File: src/rtl/renkon_layer_seq_if.sv
// Handshake and configuration bundle between the host/core and the layer sequencer.
// master: the sequencer's view. slave: the host/core view driving the sequencer.
interface renkon_layer_seq_if #(
  parameter int NLAYER         = 8,
  parameter int LWIDTH         = 16,
  parameter int MEMSIZE        = 16,
  parameter int RENKON_NETSIZE = 16
);
  localparam int NLAYERLOG = (NLAYER > 1) ? $clog2(NLAYER) : 1;

  logic                      start;
  logic [NLAYERLOG:0]        num_layers;
  logic                      tbl_we;
  logic [NLAYERLOG-1:0]      tbl_addr;
  logic [LWIDTH-1:0]         tbl_total_out;
  logic [LWIDTH-1:0]         tbl_total_in;
  logic [LWIDTH-1:0]         tbl_img_size;
  logic [LWIDTH-1:0]         tbl_conv_kern;
  logic [MEMSIZE-1:0]        tbl_in_offset;
  logic [MEMSIZE-1:0]        tbl_out_offset;
  logic [RENKON_NETSIZE-1:0] tbl_net_offset;
  logic                      ack;

  logic                      req;
  logic [LWIDTH-1:0]         total_out;
  logic [LWIDTH-1:0]         total_in;
  logic [LWIDTH-1:0]         img_size;
  logic [LWIDTH-1:0]         conv_kern;
  logic [MEMSIZE-1:0]        in_offset;
  logic [MEMSIZE-1:0]        out_offset;
  logic [RENKON_NETSIZE-1:0] net_offset;
  logic [NLAYERLOG-1:0]      cur_layer;
  logic                      busy;
  logic                      done;
  logic                      err;

  modport master (
    input  start, num_layers, tbl_we, tbl_addr,
           tbl_total_out, tbl_total_in, tbl_img_size, tbl_conv_kern,
           tbl_in_offset, tbl_out_offset, tbl_net_offset, ack,
    output req, total_out, total_in, img_size, conv_kern,
           in_offset, out_offset, net_offset, cur_layer, busy, done, err
  );

  modport slave (
    output start, num_layers, tbl_we, tbl_addr,
           tbl_total_out, tbl_total_in, tbl_img_size, tbl_conv_kern,
           tbl_in_offset, tbl_out_offset, tbl_net_offset, ack,
    input  req, total_out, total_in, img_size, conv_kern,
           in_offset, out_offset, net_offset, cur_layer, busy, done, err
  );
endinterface

File: src/rtl/renkon_layer_seq.sv
// Layer sequencer: walks a small table of per-layer parameters, issuing one req per
// layer to the core and waiting for ack; a watchdog aborts a layer that never acks.
//
//   state | meaning
//   IDLE  | waiting for start; table writable
//   ISSUE | req high for one cycle, params already valid
//   WAIT  | params held, waiting for ack, watchdog counting
//   DONE  | one-cycle done pulse; table writable
module renkon_layer_seq #(
  parameter int NLAYER         = 8,
  parameter int TIMEOUT        = 65536,
  parameter int LWIDTH         = 16,
  parameter int MEMSIZE        = 16,
  parameter int RENKON_NETSIZE = 16
) (
  input logic                clk,
  input logic                rst,
  renkon_layer_seq_if.master bus
);
  localparam int NLAYERLOG = (NLAYER > 1) ? $clog2(NLAYER) : 1;
  localparam int WDW       = (TIMEOUT > 2) ? $clog2(TIMEOUT) : 1;
  localparam logic [WDW-1:0]       WD_LAST = WDW'(TIMEOUT - 1);
  localparam logic [NLAYERLOG:0]   NL_MAX  = (NLAYERLOG + 1)'(NLAYER);

  typedef struct packed {
    logic [LWIDTH-1:0]         total_out;
    logic [LWIDTH-1:0]         total_in;
    logic [LWIDTH-1:0]         img_size;
    logic [LWIDTH-1:0]         conv_kern;
    logic [MEMSIZE-1:0]        in_offset;
    logic [MEMSIZE-1:0]        out_offset;
    logic [RENKON_NETSIZE-1:0] net_offset;
  } entry_t;

  typedef enum logic [1:0] {S_IDLE, S_ISSUE, S_WAIT, S_DONE} state_t;

  state_t               r_state;
  entry_t               r_tbl [NLAYER];
  entry_t               r_par;
  logic [WDW-1:0]       r_wdog;
  logic [NLAYERLOG-1:0] r_cur;
  logic [NLAYERLOG-1:0] r_last;
  logic                 r_req;
  logic                 r_busy;
  logic                 r_done;
  logic                 r_err;

  entry_t               w_wr_ent;
  entry_t               w_entry0;
  logic                 w_tbl_wr;
  logic [NLAYERLOG:0]   w_num;
  logic [NLAYERLOG-1:0] w_next_idx;

  assign w_wr_ent = {bus.tbl_total_out, bus.tbl_total_in, bus.tbl_img_size, bus.tbl_conv_kern,
                     bus.tbl_in_offset, bus.tbl_out_offset, bus.tbl_net_offset};
  assign w_tbl_wr = bus.tbl_we && ((r_state == S_IDLE) || (r_state == S_DONE));
  // A write to entry 0 on the start edge must be seen by the first layer.
  assign w_entry0 = (w_tbl_wr && (bus.tbl_addr == '0)) ? w_wr_ent : r_tbl[0];
  assign w_num = (bus.num_layers > NL_MAX) ? NL_MAX : bus.num_layers;
  assign w_next_idx = r_cur + 1'b1;

  // Parameter table: written only while not running, contents survive reset.
  always_ff @(posedge clk) begin
    if (w_tbl_wr && (int'(bus.tbl_addr) < NLAYER)) r_tbl[bus.tbl_addr] <= w_wr_ent;
  end

  // Sequencer FSM with registered outputs and WAIT watchdog.
  always_ff @(posedge clk or posedge rst) begin
    if (rst) begin
      r_state <= S_IDLE;
      r_par   <= '0;
      r_wdog  <= '0;
      r_cur   <= '0;
      r_last  <= '0;
      r_req   <= 1'b0;
      r_busy  <= 1'b0;
      r_done  <= 1'b0;
      r_err   <= 1'b0;
    end else begin
      case (r_state)
        S_IDLE: begin
          if (bus.start) begin
            r_err <= 1'b0;
            r_cur <= '0;
            if (w_num == '0) begin
              r_done  <= 1'b1;
              r_state <= S_DONE;
            end else begin
              r_last  <= NLAYERLOG'(w_num - 1'b1);
              r_par   <= w_entry0;
              r_req   <= 1'b1;
              r_busy  <= 1'b1;
              r_state <= S_ISSUE;
            end
          end
        end
        S_ISSUE: begin
          r_req   <= 1'b0;
          r_wdog  <= '0;
          r_state <= S_WAIT;
        end
        S_WAIT: begin
          // ack beats the watchdog when both land on the same cycle.
          if (bus.ack) begin
            if (r_cur == r_last) begin
              r_done  <= 1'b1;
              r_busy  <= 1'b0;
              r_state <= S_DONE;
            end else begin
              r_cur   <= w_next_idx;
              r_par   <= r_tbl[w_next_idx];
              r_req   <= 1'b1;
              r_state <= S_ISSUE;
            end
          end else if (r_wdog == WD_LAST) begin
            r_err   <= 1'b1;
            r_busy  <= 1'b0;
            r_state <= S_IDLE;
          end else begin
            r_wdog <= r_wdog + 1'b1;
          end
        end
        S_DONE: begin
          r_done  <= 1'b0;
          r_state <= S_IDLE;
        end
        default: r_state <= S_IDLE;
      endcase
    end
  end

  assign bus.req        = r_req;
  assign bus.total_out  = r_par.total_out;
  assign bus.total_in   = r_par.total_in;
  assign bus.img_size   = r_par.img_size;
  assign bus.conv_kern  = r_par.conv_kern;
  assign bus.in_offset  = r_par.in_offset;
  assign bus.out_offset = r_par.out_offset;
  assign bus.net_offset = r_par.net_offset;
  assign bus.cur_layer  = r_cur;
  assign bus.busy       = r_busy;
  assign bus.done       = r_done;
  assign bus.err        = r_err;
endmodule
File: src/flat_wrapper.sv
// flat-port wrapper written by rule: the top's interface ports become plain ports
module renkon_layer_seq_flat 
#(
  parameter int NLAYER         = 8,
  parameter int TIMEOUT        = 65536,
  parameter int LWIDTH         = 16,
  parameter int MEMSIZE        = 16,
  parameter int RENKON_NETSIZE = 16
)
  (clk, rst, bus_start, bus_num_layers, bus_tbl_we, bus_tbl_addr, bus_tbl_total_out, bus_tbl_total_in, bus_tbl_img_size, bus_tbl_conv_kern, bus_tbl_in_offset, bus_tbl_out_offset, bus_tbl_net_offset, bus_ack, bus_req, bus_total_out, bus_total_in, bus_img_size, bus_conv_kern, bus_in_offset, bus_out_offset, bus_net_offset, bus_cur_layer, bus_busy, bus_done, bus_err);
  renkon_layer_seq_if #(.NLAYER(NLAYER), .LWIDTH(LWIDTH), .MEMSIZE(MEMSIZE), .RENKON_NETSIZE(RENKON_NETSIZE)) bus_i ();
  input logic clk;
  input logic rst;
  input wire logic [$bits(bus_i.start)-1:0] bus_start;
  input wire logic [$bits(bus_i.num_layers)-1:0] bus_num_layers;
  input wire logic [$bits(bus_i.tbl_we)-1:0] bus_tbl_we;
  input wire logic [$bits(bus_i.tbl_addr)-1:0] bus_tbl_addr;
  input wire logic [$bits(bus_i.tbl_total_out)-1:0] bus_tbl_total_out;
  input wire logic [$bits(bus_i.tbl_total_in)-1:0] bus_tbl_total_in;
  input wire logic [$bits(bus_i.tbl_img_size)-1:0] bus_tbl_img_size;
  input wire logic [$bits(bus_i.tbl_conv_kern)-1:0] bus_tbl_conv_kern;
  input wire logic [$bits(bus_i.tbl_in_offset)-1:0] bus_tbl_in_offset;
  input wire logic [$bits(bus_i.tbl_out_offset)-1:0] bus_tbl_out_offset;
  input wire logic [$bits(bus_i.tbl_net_offset)-1:0] bus_tbl_net_offset;
  input wire logic [$bits(bus_i.ack)-1:0] bus_ack;
  output wire logic [$bits(bus_i.req)-1:0] bus_req;
  output wire logic [$bits(bus_i.total_out)-1:0] bus_total_out;
  output wire logic [$bits(bus_i.total_in)-1:0] bus_total_in;
  output wire logic [$bits(bus_i.img_size)-1:0] bus_img_size;
  output wire logic [$bits(bus_i.conv_kern)-1:0] bus_conv_kern;
  output wire logic [$bits(bus_i.in_offset)-1:0] bus_in_offset;
  output wire logic [$bits(bus_i.out_offset)-1:0] bus_out_offset;
  output wire logic [$bits(bus_i.net_offset)-1:0] bus_net_offset;
  output wire logic [$bits(bus_i.cur_layer)-1:0] bus_cur_layer;
  output wire logic [$bits(bus_i.busy)-1:0] bus_busy;
  output wire logic [$bits(bus_i.done)-1:0] bus_done;
  output wire logic [$bits(bus_i.err)-1:0] bus_err;
  assign bus_i.start = bus_start;
  assign bus_i.num_layers = bus_num_layers;
  assign bus_i.tbl_we = bus_tbl_we;
  assign bus_i.tbl_addr = bus_tbl_addr;
  assign bus_i.tbl_total_out = bus_tbl_total_out;
  assign bus_i.tbl_total_in = bus_tbl_total_in;
  assign bus_i.tbl_img_size = bus_tbl_img_size;
  assign bus_i.tbl_conv_kern = bus_tbl_conv_kern;
  assign bus_i.tbl_in_offset = bus_tbl_in_offset;
  assign bus_i.tbl_out_offset = bus_tbl_out_offset;
  assign bus_i.tbl_net_offset = bus_tbl_net_offset;
  assign bus_i.ack = bus_ack;
  assign bus_req = bus_i.req;
  assign bus_total_out = bus_i.total_out;
  assign bus_total_in = bus_i.total_in;
  assign bus_img_size = bus_i.img_size;
  assign bus_conv_kern = bus_i.conv_kern;
  assign bus_in_offset = bus_i.in_offset;
  assign bus_out_offset = bus_i.out_offset;
  assign bus_net_offset = bus_i.net_offset;
  assign bus_cur_layer = bus_i.cur_layer;
  assign bus_busy = bus_i.busy;
  assign bus_done = bus_i.done;
  assign bus_err = bus_i.err;
  renkon_layer_seq #(.NLAYER(NLAYER), .TIMEOUT(TIMEOUT), .LWIDTH(LWIDTH), .MEMSIZE(MEMSIZE), .RENKON_NETSIZE(RENKON_NETSIZE)) u_core (.clk(clk), .rst(rst), .bus(bus_i));
endmodule
File: config.mk
export PLATFORM = sky130hd
export DESIGN_NAME = renkon_layer_seq_flat
export DESIGN_NICKNAME = d
export VERILOG_FILES = /design/src/rtl/renkon_layer_seq_if.sv /design/src/rtl/renkon_layer_seq.sv /design/src/flat_wrapper.sv
export SDC_FILE = /design/constraint.sdc
export NUM_CORES = 2
export LEC_CHECK = 0
export BUFFER_PORTS_ARGS = -buffer_cell sky130_fd_sc_hd__buf_4
export CAP_MARGIN = 20
export CORE_ASPECT_RATIO = 0.6
export CORE_UTILIZATION = 60
export CTS_CLUSTER_DIAMETER = 30
export DETAILED_ROUTE_END_ITERATION = 10
export GPL_TIMING_DRIVEN = 0
export PLACE_DENSITY = 0.81
export SKIP_LAST_GASP = 1
export SYNTH_ARGS = -nofsm -noshare
export SYNTH_HDL_FRONTEND = slang
export SYNTH_SLANG_ARGS = --single-unit
File: constraint.sdc
create_clock -name clk -period 9.2 [get_ports clk]
set_input_delay 0.92 -clock clk [delete_from_list [all_inputs] [get_ports clk]]
set_output_delay 0.92 -clock clk [all_outputs]
set_load 0.02 [all_outputs]
==> results.txt <==
type of origin of the critical path -> flop
Mapped Avg Cell Area -> 18.2 um2
worst-path fanout max -> 21
initial drt markers -> 4805
Worst slew margin -> 0.286
synthesized area -> 42000 um2
Yosys cell types -> 59
Post-synth EDFFs -> 896
Die X -> 343 um
H-tree depth -> 4
CTS root buf -> clkbuf_16
Final Power -> 15.7 mW
layout cells sized above 1 -> 0.297
first-pass GRT wire length -> 180000 um
Setup violations, final -> 0
R2R Setup Slk -> 4.84 ns
CP Capture Type -> flop
Post-synth ARST share -> 0.135
DR vias -> 27938
initial antenna violation count -> 12
largest net degree at the start of global routing -> 54
Util after Layout -> 0.738
Ports -> 243
Post-CTS Setup Inserts -> 0
Site Rows -> 74
clk sinks -> 1036
worst-case clock buffer depth -> 3
CTS resizes -> 0
First-pass DRT Iterations -> 9
status -> finished clean
Reg clk slew, reported paths -> 0.05 ns
Placer Congestion -> 0.878
Least-Margin Pin Slew -> 1.07 ns
static leakage -> 16.9 nW
final worst slack -> 4.84 ns
required time worst endpoint -> 9.59 ns
Place WS -> 4.87 ns
commonest non-fill, non-tap cell in the layout -> edfxtp_1
Synth Register Bits -> 1036
nets -> 2861
critical path type -> flop to flop
FMAX -> 0.229 GHz
worst min path class -> input pin to async pin
number of vias per cell -> 7.42
Port Buffer Count -> 242
final slew viol count -> 0
core area -> 68600 um2
Synth Net Count -> 2438
Worst IR Drop VDD -> 0.000173 V
Syn Inst Count -> 2306
Worst-Skew Late Latency -> 0.71 ns
DRT Wirelength -> 124000 um
# hold bufs at CTS -> 0
average wire per standard cell -> 32.9 um
Fin. Hold Viols -> 0
DRC viols -> 0
total global routing overflow -> 0
Final period util -> 0.474
Seq/Total Area, Yosys -> 0.725
max_cap viols -> 0
vias in the first global route -> 27820
GRT Total Usage -> 0.351
crit path DAT -> 4.76 ns
commonest cells after routing, fill and taps aside -> 896 x edfxtp_1, 242 x buf_4, 224 x mux4_2
clock skew -> 0.0249 ns
RSZ-0062 raised after global routing -> no
Final ANT Viol Nets -> 0
P&R area growth vs syn -> 20.7%
Synth Flop Type -> edfxtp_1
TritonCTS clock tree -> done
DP HPWL -> 74000 um
die height -> 207 um
Synth Warn # -> 0
P per Cell Area -> 310 nW/um2
shortest period the worst path allows -> 4.36 ns
die area -> 71000 um2
Starting Density -> 0.612
CTS Buf Count -> 135
## sequential cells by signal, indices dropped and copies added, names as in the netlist
register and cells:
u_core.bus.cur_layer 3, u_core.bus.total_out 16, u_core.bus.img_size 16, u_core.bus.conv_kern 16, u_core.bus.total_in 16, u_core.bus.req 1
u_core.bus.done 1, u_core.bus.net_offset 16, u_core.r_last 3, u_core.bus.in_offset 16, u_core.bus.busy 1, u_core.bus.out_offset 16
u_core.r_state 2, u_core.r_wdog 16, u_core.r_tbl 896, u_core.bus.err 1
## where the power goes
group	switching [mW]	internal, mW	total (mW)
Sequential	0.353	5.61	5.96
Clock	2.12	3.28	5.40
Combinational	2.71	1.66	4.36
## synthesized netlist by cell type (7+ instances only)
cell type	instances	area [um2]
edfxtp_1	896	26900
mux4_2	224	5040
dfrtp_1	140	3500
nand3_1	121	606
o21ai_0	117	586
a22oi_1	114	856
a31oi_1	114	713
a21o_1	113	848
a311oi_1	112	981
clkbuf_1	109	409
buf_2	80	400
nand2_1	22	82.6
nor2_1	15	56.3
buf_1	12	45.0
inv_1	11	41.3
ha_1	8	100
mux2i_1	8	80.1
a21oi_1	7	35.0
## final cells by class
cell class	count	area, um2
antenna	7	17.5
inverter	11	46.3
sequential	1036	30400
buffer	207	916
tap	912	1140
fill	3627	18000
timing repair buffer	286	2800
clock inverter	93	1020
clock buffer	159	3640
multi-input combinational	1052	10700
## critical path, stage by stage (launching register included)
cell and delay [ns]:
dfrtp_1 0.41, inv_1 0.11, ha_1 0.36, or3b_1 0.38, buf_2 0.27, buf_2 0.29, clkbuf_1 0.43, nor2_4 0.64
buf_16 0.25, buf_12 0.23, buf_12 0.23, buf_16 0.19, buf_16 0.19
## through the flow
stage / TNS (ns) / hold slack [ns] / cell area [um2] / instances
floorplan: 0 / 0.484 / 42000 / 2306
global placement: -2141.95 / 0.502 / 44900 / 3460
detailed placement: 0 / 0.525 / 46000 / 3503
CTS: 0 / 0.245 / 50600 / 3755
global route: 0 / 0.267 / 50600 / 3761
finish: 0 / 0.234 / 50700 / 3763
## path summary, 6_finish.rpt
kind | start | end | cells past startpoint
max | u_core.r_state[0] | u_core.r_tbl[1][13] | 12
min | rst | u_core.bus.net_offset[0] | 2
max reg2reg | u_core.r_state[0] | u_core.r_tbl[1][13] | 12
min reg2reg | u_core.r_wdog[0] | u_core.r_wdog[0] | 1
max in group asynchronous | rst | u_core.r_state[1] | 4
min in group clk | bus_tbl_img_size[1] | u_core.r_tbl[2][65] | 1
## cell families after synthesis
family                   synth area share
flip-flops                          0.725
AO/OA/AOI/OAI                       0.101
multiplexers                        0.122
buffers and inverters              0.0228
AND/OR/NAND/NOR                    0.0260
adder cells (fa/ha/maj)           0.00239
XOR/XNOR                         0.000835
## layer usage
layer,GRT usage,part of all wire
met5,0,0.00047
met4,0.168,0.052
met3,0.110,0.15
met2,0.529,0.45
met1,0.473,0.35
No activity file was read; power rests on OpenSTA's default activity.
